===== src/rtl/keypad_input_conditioner_if.sv =====
// Keypad front-end bundle: raw column lines in, conditioned column pattern,
// debounce status and the shared timebase out.
interface keypad_input_conditioner_if;
  logic [3:0]  col_raw;
  logic [3:0]  col_sync;
  logic [4:0]  debounce;
  logic        stable;
  logic        db_tick;
  logic [24:0] counter;

  modport master (
    output col_raw,
    input  col_sync, debounce, stable, db_tick, counter
  );

  modport slave (
    input  col_raw,
    output col_sync, debounce, stable, db_tick, counter
  );
endinterface


===== src/rtl/keypad_input_conditioner.sv =====
// Keypad front end: synchronizes and normalizes the column lines, measures
// how long the pattern has been steady, and provides the shared timebase.
module keypad_input_conditioner #(
  parameter int SYNC_STAGES    = 2,
  parameter int DB_DIV         = 50000,
  parameter bit COL_ACTIVE_LOW = 1'b1
) (
  input  logic                         clk,
  input  logic                         reset,
  keypad_input_conditioner_if.slave    kp
);

  localparam int             PW     = $clog2(DB_DIV);
  localparam logic [PW-1:0]  P_LAST = PW'(DB_DIV - 1);
  localparam logic [3:0]     IDLE   = COL_ACTIVE_LOW ? 4'hF : 4'h0;
  localparam logic [4:0]     DB_MAX = 5'h1F;

  logic [SYNC_STAGES-1:0][3:0] sync_q, sync_d;
  logic [3:0]                  col_sync_q, col_sync_d;
  logic [3:0]                  col_last_q, col_last_d;
  logic [4:0]                  debounce_q, debounce_d;
  logic [PW-1:0]               prescaler_q, prescaler_d;
  logic [24:0]                 counter_q, counter_d;
  logic                        change;
  logic                        db_tick;

  always_comb begin
    sync_d     = {sync_q[SYNC_STAGES-2:0], kp.col_raw};
    col_sync_d = COL_ACTIVE_LOW ? ~sync_q[SYNC_STAGES-1] : sync_q[SYNC_STAGES-1];
    col_last_d = col_sync_q;
    counter_d  = counter_q + 25'd1;
  end

  // A pattern change restarts the step interval so a bouncing line never
  // accumulates a tick.
  always_comb begin
    change  = (col_sync_q != col_last_q);
    db_tick = (prescaler_q == P_LAST) && !change;
    if (change || (prescaler_q == P_LAST))
      prescaler_d = '0;
    else
      prescaler_d = prescaler_q + 1'b1;
  end

  always_comb begin
    debounce_d = debounce_q;
    if (col_sync_q == 4'h0)
      debounce_d = 5'd0;
    else if (change)
      debounce_d = 5'd0;
    else if (db_tick && (debounce_q != DB_MAX))
      debounce_d = debounce_q + 5'd1;
  end

  always_ff @(posedge clk) begin
    if (!reset) begin
      sync_q      <= {SYNC_STAGES{IDLE}};
      col_sync_q  <= 4'h0;
      col_last_q  <= 4'h0;
      debounce_q  <= 5'd0;
      prescaler_q <= '0;
      counter_q   <= 25'd0;
    end else begin
      sync_q      <= sync_d;
      col_sync_q  <= col_sync_d;
      col_last_q  <= col_last_d;
      debounce_q  <= debounce_d;
      prescaler_q <= prescaler_d;
      counter_q   <= counter_d;
    end
  end

  assign kp.col_sync = col_sync_q;
  assign kp.debounce = debounce_q;
  assign kp.stable   = (debounce_q == DB_MAX);
  assign kp.db_tick  = db_tick;
  assign kp.counter  = counter_q;

endmodule


===== src/flat_wrapper.sv =====
// flat-port wrapper written by rule: the top's interface ports become plain ports
module keypad_input_conditioner_flat 
#(
  parameter int SYNC_STAGES    = 2,
  parameter int DB_DIV         = 50000,
  parameter bit COL_ACTIVE_LOW = 1'b1
)
  (clk, reset, kp_col_raw, kp_col_sync, kp_debounce, kp_stable, kp_db_tick, kp_counter);
  keypad_input_conditioner_if kp_i ();
  input  logic clk;
  input  logic reset;
  input wire logic [$bits(kp_i.col_raw)-1:0] kp_col_raw;
  output wire logic [$bits(kp_i.col_sync)-1:0] kp_col_sync;
  output wire logic [$bits(kp_i.debounce)-1:0] kp_debounce;
  output wire logic [$bits(kp_i.stable)-1:0] kp_stable;
  output wire logic [$bits(kp_i.db_tick)-1:0] kp_db_tick;
  output wire logic [$bits(kp_i.counter)-1:0] kp_counter;
  assign kp_i.col_raw = kp_col_raw;
  assign kp_col_sync = kp_i.col_sync;
  assign kp_debounce = kp_i.debounce;
  assign kp_stable = kp_i.stable;
  assign kp_db_tick = kp_i.db_tick;
  assign kp_counter = kp_i.counter;
  keypad_input_conditioner #(.SYNC_STAGES(SYNC_STAGES), .DB_DIV(DB_DIV), .COL_ACTIVE_LOW(COL_ACTIVE_LOW)) u_core (.clk(clk), .reset(reset), .kp(kp_i));
endmodule

===== config.mk =====
export PLATFORM = sky130hd
export DESIGN_NAME = keypad_input_conditioner_flat
export DESIGN_NICKNAME = d
export VERILOG_FILES = /design/src/rtl/keypad_input_conditioner_if.sv /design/src/rtl/keypad_input_conditioner.sv /design/src/flat_wrapper.sv
export SDC_FILE = /design/constraint.sdc
export NUM_CORES = 1
export LEC_CHECK = 0
export BUFFER_PORTS_ARGS = -buffer_cell sky130_fd_sc_hd__buf_2
export CAP_MARGIN = 20
export CORE_ASPECT_RATIO = 1.75
export CORE_MARGIN = 3
export CORE_UTILIZATION = 33
export DETAILED_ROUTE_END_ITERATION = 10
export GPL_TIMING_DRIVEN = 0
export SLEW_MARGIN = 0
export SYNTH_ARGS = -nofsm -noshare
export SYNTH_HDL_FRONTEND = slang
export SYNTH_SLANG_ARGS = --single-unit

===== constraint.sdc =====
create_clock -name clk -period 5.1 [get_ports clk]
set_input_delay 0.255 -clock clk [delete_from_list [all_inputs] [get_ports clk]]
set_output_delay 0.255 -clock clk [all_outputs]
set_load 0.02 [all_outputs]

==> results of run 1 <==
-- cells by family after synthesis --
kind of cell | after synthesis | synth area share (%)
simple gates | 134 | 29.2
flops | 62 | 48.2
xor+xnor | 24 | 8.16
buf+inv | 18 | 2.72
compound gates | 36 | 8.25
mux | 4 | 1.55
fa+ha+maj | 4 | 1.94
-- final timing paths --
| check | start | endpoint | slack [ns] | cells after the start |
|---|---|---|---|---|
| hold / removal | kp_col_raw[0] | u_core.sync_d[4] | 0.11 | 2 |
| setup reg to reg | u_core.prescaler_q[0] | u_core.kp.debounce[4] | 2.83 | 6 |
| hold reg to reg | u_core.sync_q[4] | u_core.kp.col_sync[0] | 0.38 | 1 |
| setup / recovery | u_core.prescaler_q[0] | kp_db_tick | 2.68 | 6 |
-- power by group through the flow --
stage | logic (mW) | registers (mW) | clock network (mW)
3_3_place_gp | 0.0376 | 0.509 | 0
6_report | 0.0373 | 0.499 | 0.605
3_5_place_dp | 0.0380 | 0.509 | 0
4_1_cts | 0.0381 | 0.499 | 0.628
2_1_floorplan | 0.0229 | 0.511 | 0
5_1_grt | 0.0426 | 0.500 | 0.640
-- placed cells by master (no fill, tap or decap) --
cell type  count
clkinv_2       3
inv_1          7
xnor2_1       14
or4b_1         2
nand4b_1       2
nor4_1         5
nand2b_1      10
nor2_1        29
or3_1          7
xor2_1        10
o31ai_1       10
a21oi_1       18
and3_1         5
or4bb_1        1
or2_2          1
mux2i_1        4
nand3b_1       3
and2_1         8
nor3_1         6
or4_1         10
o21ai_0        6
dfxtp_1       62
clkbuf_16      9
nand4_1       10
nor4b_1        1
clkbuf_8       2
clkinv_1       1
nand2_1       14
o41ai_1        1
ha_1           4
and4_1         5
clkbuf_1       9
a31o_2         1
buf_2         43
bufinv_16      1
nand3_1       15
-- metal layers --
layer | GRT usage (%) | wire [um]
met1 | 15.0 | 2270
met2 | 22.6 | 2820
met3 | 4.15 | 276
met4 | 8.78 | 165
met5 | 0 | 0
-- registers in the layout, indices dropped and copies added, names as in the netlist --
name	count
u_core.sync_d	4
u_core.col_last_q	4
u_core.kp.counter	25
u_core.sync_q	4
u_core.prescaler_q	16
u_core.kp.debounce	5
u_core.kp.col_sync	4
-- cell usage after synthesis --
| cell | number |
|---|---|
| mux2i_1 | 4 |
| buf_2 | 2 |
| or2_2 | 1 |
| clkbuf_1 | 8 |
| dfxtp_1 | 62 |
| nor4_1 | 5 |
| or4bb_1 | 1 |
| or3_1 | 7 |
| inv_1 | 7 |
| xor2_1 | 10 |
| and2_1 | 8 |
| and3_1 | 5 |
| a21oi_1 | 18 |
| nand4_1 | 10 |
| xnor2_1 | 14 |
| nand2_1 | 14 |
| nor3_1 | 6 |
| nand2b_1 | 10 |
| a31o_2 | 1 |
| nand3b_1 | 3 |
| o21ai_0 | 6 |
| and4_1 | 5 |
| o41ai_1 | 1 |
| ha_1 | 4 |
| nand4b_1 | 2 |
| o31ai_1 | 10 |
| or4_1 | 10 |
| clkinv_1 | 1 |
| or4b_1 | 2 |
| nand3_1 | 15 |
| nor2_1 | 29 |
| nor4b_1 | 1 |
-- per-stage QoR --
| stage | cells | power, mW | hold slack, ns | area [um2] | util, % |
|---|---|---|---|---|---|
| floorplan | 282 | 0.534 | 0.356 | 2580 | - |
| global route | 427 | 1.18 | 0.110 | 3190 | 42.2 |
| finish | 427 | 1.14 | 0.110 | 3190 | 42.2 |
| CTS | 427 | 1.17 | 0.0956 | 3190 | 42.2 |
| detailed placement | 411 | 0.547 | 0.372 | 2890 | 38.2 |
| global placement | 411 | 0.547 | 0.367 | 2890 | 38.2 |
-- layout make-up --
class	instances	share of cell area, %
inverters	8	0.940
repair buffers	41	6.42
plain buffers	10	1.25
multi-input cells	202	39.6
flip-flops and latches	62	38.9
well taps	88	3.45
clock buffers	12	8.03
clock inverters	4	1.41
-- worst reg2reg max path, delay by kind of cell (launching register included) --
kind	cells	cell delay [ns]
flops	1	0.38
fa+ha+maj	1	0.21
compound gates	1	0.14
simple gates	3	1.29
buf+inv	1	0.19
==> results.sh, run 1 <==
export IMPL_clockBufferDepth=2
export IMPL_cts_root_buf="clkbuf_16"
export IMPL_grt_start_max_net_pins=11
export IMPL_cts_sinks=62
export IMPL_p_comb_share_pct=3.3
export IMPL_hpwlAfterDp_mm=4.03
export IMPL_yosys_area_top_type="dfxtp_1"
export IMPL_vias=2200
export IMPL_p_int_mw=0.908
export IMPL_diodes=0
export IMPL_yosys_top_cells_area="dfxtp_1 48%, xnor2_1 4.8%, nor2_1 4.2%, a21oi_1 3.5%, xor2_1 3.4%"
export IMPL_synth_top_area_share_pct=48.2
export IMPL_power_static_leakage_nw=1.20
export IMPL_cap_violations=0
export IMPL_crit_family="simple AND/OR/NAND/NOR gates"
export IMPL_yosysSeqAreaShare_pct=48.2
export IMPL_startpoint_type="register"
export IMPL_cp_data_required_time_ns=4.85
export IMPL_cts_tree="built"
export IMPL_fin_skew_ns=0.00613
export IMPL_post_drt_via_cell_ratio=5.15
export IMPL_path_buf_inv=2
export IMPL_critPathKind="register to output pin"
export IMPL_setup_viol=0
export IMPL_vdd_drop_max_uv=189
export IMPL_syn_inst=282
export IMPL_grt_overflow=0
export IMPL_cts_buffers=9
export IMPL_grt_total_usage_pct=13.7
export IMPL_gp_congestion=0.782
export IMPL_drv_slew=0
export IMPL_antenna_left=0
export IMPL_wl_mm=5.53
export IMPL_rsz0062_at_grt="false"
export IMPL_final_nets=344
export IMPL_port_buffers=41
export IMPL_status="completed"
export IMPL_p_sw_mw=0.233
export IMPL_tightest_slew_ns=0.475
export IMPL_path_max_fanout=10
export IMPL_core_um2=7570
export IMPL_crit_top_cell="buf_2"
export IMPL_dr_first_iter_drc_count=87
export IMPL_final_seq_area_um2=1240
export IMPL_ys_ff_latch=62
export IMPL_clkPwrFrac_pct=53.0
export IMPL_fin_crit_ns=2.42
export IMPL_avgSynthCellArea_um2=9.14
export IMPL_seqPwrFrac_pct=43.7
export IMPL_antenna_found_initial=0
export IMPL_ctsResizeCount=0
export IMPL_finalSetupTns_ns=0
export IMPL_crit_chain="ha_1 > nand3_1 > or4_1 > buf_2 > nor2_1 > buf_2"
export IMPL_finalHoldViolCount=0
export IMPL_die_area_um2=8950
export IMPL_worst_slack_ns=2.68
export IMPL_max_slew_margin_rel_pct=68.3
export IMPL_cp_slowest_stage_delay_ns=0.57
export IMPL_multi_input_area_um2=1270
export IMPL_fp_dieW_um=72.8
export IMPL_yosys_warnings=0
export IMPL_io_pins=42
export IMPL_first_pass_iters=4
export IMPL_cp_end_kind="output pin"
export IMPL_postCtsSetupBuffers=0
export IMPL_die_h_um=123
export IMPL_grt_pass1_wl_mm=9.47
export IMPL_ctsHtreeMaxLevel=3
export IMPL_clkTransAtPathRegs_ns=0.05
export IMPL_critical_path_arrival_ns=2.17
export IMPL_fillers=790
export IMPL_ctsHoldBuffers=0
export IMPL_syn_area_um2=2580
export IMPL_grt_pass1_vias=2084
export IMPL_initial_core_util_pct=34.1
export IMPL_clk_latency_ns=0.32
export IMPL_pre_cts_ws_ns=2.80
export IMPL_rows=42
export IMPL_crit_slowest_cell="or4_1"
export IMPL_min_period_over_period_pct=47.5
export IMPL_syn_nets=292
export IMPL_wl_per_cell_um=12.9
export IMPL_area_growth_pct=23.9
export IMPL_layout_drive_gt1_share_pct=17.7
export IMPL_yosys_cell_types_count=32
export IMPL_fmaxAchievable_ghz=0.413
export IMPL_post_route_drc_count=0
export IMPL_holdCritPathClass="input pin to register"
export IMPL_power_density_nw_per_um2=357
export IMPL_switching_share_pct=20.4
Power figures use the tool's default switching activity.
==> inputs of run 2 (changes only) <==
--- a/config.mk
+++ b/config.mk
@@ -5,6 +5,7 @@
 export SDC_FILE = /design/constraint.sdc
 export NUM_CORES = 1
 export LEC_CHECK = 0
+export ABC_AREA = 1
 export BUFFER_PORTS_ARGS = -buffer_cell sky130_fd_sc_hd__buf_2
 export CAP_MARGIN = 20
 export CORE_ASPECT_RATIO = 1.75
==> constraint.sdc (replaced) <==
create_clock -name clk -period 2.1 [get_ports clk]
set_input_delay 0.105 -clock clk [delete_from_list [all_inputs] [get_ports clk]]
set_output_delay 0.105 -clock clk [all_outputs]
set_load 0.02 [all_outputs]
==> results.sh, run 2 <==
export IMPL_ys_ff_latch=62
export IMPL_crit_chain="ha_1 > nand2_1 > nor2_2 > inv_2 > nor2_4 > nand3_2 > nor2_1 > nand2_1 > nand2_1 > nor2_1"
export IMPL_reg2reg_to="u_core.kp.counter[20]"
export IMPL_r2r_cells=10
export IMPL_critPathLaunch="u_core.kp.counter[0]"
export IMPL_place_inst=556
export IMPL_antenna_found_initial=0
export IMPL_synth_edf_count=0
export IMPL_ctsHtreeMaxLevel=3
export IMPL_wl_met1_mm=2.54
export IMPL_final_cell_mix="98 x nand2_1, 69 x nor2_1, 62 x dfxtp_1, 56 x inv_1, 41 x buf_2"
export IMPL_cts_root_buf="clkbuf_16"
export IMPL_finalHoldViolCount=0
export IMPL_post_drt_via_cell_ratio=4.55
export IMPL_grt_overflow=0
export IMPL_setup_viol=0
export IMPL_final_nets=466
export IMPL_wl_mm=6.37
export IMPL_finalPower_mw=2.66
export IMPL_postCtsSetupBuffers=0
export IMPL_fmaxAchievable_ghz=0.582
export IMPL_tightest_slew_ns=0.533
export IMPL_worst_slack_ns=0.382
export IMPL_cp_end_kind="register"
export IMPL_top_layer="met4"
export IMPL_ctsResizeCount=0
export IMPL_power_static_leakage_nw=1.54
export IMPL_fin_skew_ns=0.00410
export IMPL_wl_met3_um=335
export IMPL_fp_dieW_um=76.4
export IMPL_drv_slew=0
export IMPL_wl_per_cell_um=11.1
export IMPL_yosys_cell_types_count=29
export IMPL_largest_reg_flops=25
export IMPL_path_depth=10
export IMPL_r2r_start="u_core.kp.counter[0]"
export IMPL_final_cells=576
export IMPL_avgSynthCellArea_um2=7.15
export IMPL_critical_path_arrival_ns=1.94
export IMPL_grt_total_usage_pct=13.7
export IMPL_holdCritPathClass="input pin to register"
export IMPL_syn_inst=400
export IMPL_layout_commonest_cell="nand2_1"
export IMPL_synth_top_area_share_pct=43.4
export IMPL_finalSetupTns_ns=0
export IMPL_wl_met2_mm=3.30
export IMPL_area_growth_pct=23.3
export IMPL_diodes=0
export IMPL_synth_ff_type="dfxtp_1"
export IMPL_stdcell_area_um2=3520
export IMPL_critPathKind="register to register"
export IMPL_placed_area_um2=3210
export IMPL_cts_sinks=62
export IMPL_clockBufferDepth=2
export IMPL_core_um2=8370
export IMPL_post_route_drc_count=0
export IMPL_dr_first_iter_drc_count=108
export IMPL_yosys_warnings=0
export IMPL_port_buffers=41
export IMPL_status="completed"
export IMPL_clk_latency_ns=0.33
export IMPL_synth_most_common_cell="nand2_1"
export IMPL_crit_slowest_cell="dfxtp_1"
export IMPL_max_slew_margin_rel_pct=64.5
export IMPL_syn_area_um2=2860
export IMPL_hpwlAfterDp_mm=4.94
export IMPL_grt_pass1_vias=2376
export IMPL_initial_core_util_pct=34.2
export IMPL_rows=44
export IMPL_cts_buffers=9
export IMPL_yosys_top_cells_area="dfxtp_1 43%, nand2_1 13%, nor2_1 9.1%, inv_1 7.4%, nand3_1 3.0%"
export IMPL_yosysSeqAreaShare_pct=43.4
export IMPL_yosys_area_top_type="dfxtp_1"
export IMPL_cp_data_required_time_ns=2.32
export IMPL_fin_crit_ns=1.72
export IMPL_timing_reg2reg_setup_slack_ns=0.38
export IMPL_first_pass_iters=4
export IMPL_syn_nets=410
export IMPL_vdd_drop_max_uv=543
export IMPL_io_pins=42
export IMPL_antenna_left=0
export IMPL_startpoint_type="register"
export IMPL_holdWs_ns=0.0896
export IMPL_die_area_um2=9860
export IMPL_synth_async_reset_ratio_pct=0
export IMPL_path_max_fanout=7
export IMPL_cap_violations=0
export IMPL_cp_slowest_stage_delay_ns=0.37
export IMPL_rsz0062_at_grt="false"
export IMPL_vias=2620
export IMPL_endpoint="u_core.kp.counter[20]"
export IMPL_ys_top_cells_by_count="98 x nand2_1, 69 x nor2_1, 62 x dfxtp_1"
export IMPL_power_density_nw_per_um2=754
export IMPL_pre_cts_ws_ns=0.390
export IMPL_postLayoutCoreUtil_pct=42.1
export IMPL_crit_top_cell="nand2_1"
export IMPL_clkTransAtPathRegs_ns=0.05
export IMPL_ctsHoldBuffers=4
export IMPL_gp_congestion=0.858
export IMPL_path_buf_inv=1
export IMPL_grt_start_max_net_pins=12
export IMPL_layout_drive_gt1_share_pct=18.9
export IMPL_crit_family="simple AND/OR/NAND/NOR gates"
export IMPL_grt_pass1_wl_mm=10.7
export IMPL_min_period_over_period_pct=81.8
export IMPL_die_h_um=129
export IMPL_cts_tree="built"
run 2: changes by cell type in the layout (fill, tap and decap cells not counted), sizes merged, moves of 8 or more:
cell / change
nand2: +89
inv: +50
nor2: +48
xnor2: -11
nand2b: -10
o31ai: -10
or4: -10
and2: -8
or2: +8
run 2: per-layer routing:
| metal | track usage (%) | vias to the layer above |
|---|---|---|
| met5 | 0 | - |
| met4 | 7.68 | 0 |
| met3 | 3.41 | 14 |
| met2 | 25.6 | 80 |
| met1 | 13.9 | 1173 |
| li1 | - | 1353 |
run 2: worst min-delay path by stage:
stage | start | endpoint | cells after the start
6_report | reset | u_core.kp.counter[19] | 3
5_1_grt | reset | u_core.kp.counter[19] | 3
4_1_cts | reset | u_core.kp.counter[19] | 3
3_5_place_dp | kp_col_raw[3] | u_core.sync_d[7] | 2
3_3_place_gp | kp_col_raw[3] | u_core.sync_d[7] | 2
2_1_floorplan | kp_col_raw[0] | u_core.sync_d[4] | 1
run 2: area by class of cell:
class | count | area, um2
plain buffers | 4 | 22.5
clock buffers | 10 | 239
clock inverters | 6 | 37.5
fillers | 911 | 4840
inverters | 58 | 218
multi-input cells | 276 | 1380
flip-flops and latches | 62 | 1240
well taps | 115 | 144
repair buffers | 45 | 245
run 2: cell families after synthesis:
family / share of synthesized area [%]
compound gates: 4.03
buf+inv: 8.40
simple gates: 38.7
flops: 43.4
xor+xnor: 3.68
fa+ha+maj: 1.75
run 2: tightest hold or removal path, delay by kind of cell:
kind,cells,cell delay [ns]
simple gates,1,0.08
buf+inv,1,0.15
compound gates,1,0.03
run 2: power by group:
part           leakage (nW)  internal (mW)  total [mW]  switching (mW)
Clock                 0.130          0.822        1.35           0.526
Combinational         0.903         0.0373      0.0997          0.0623
Sequential            0.503           1.20        1.21          0.0117
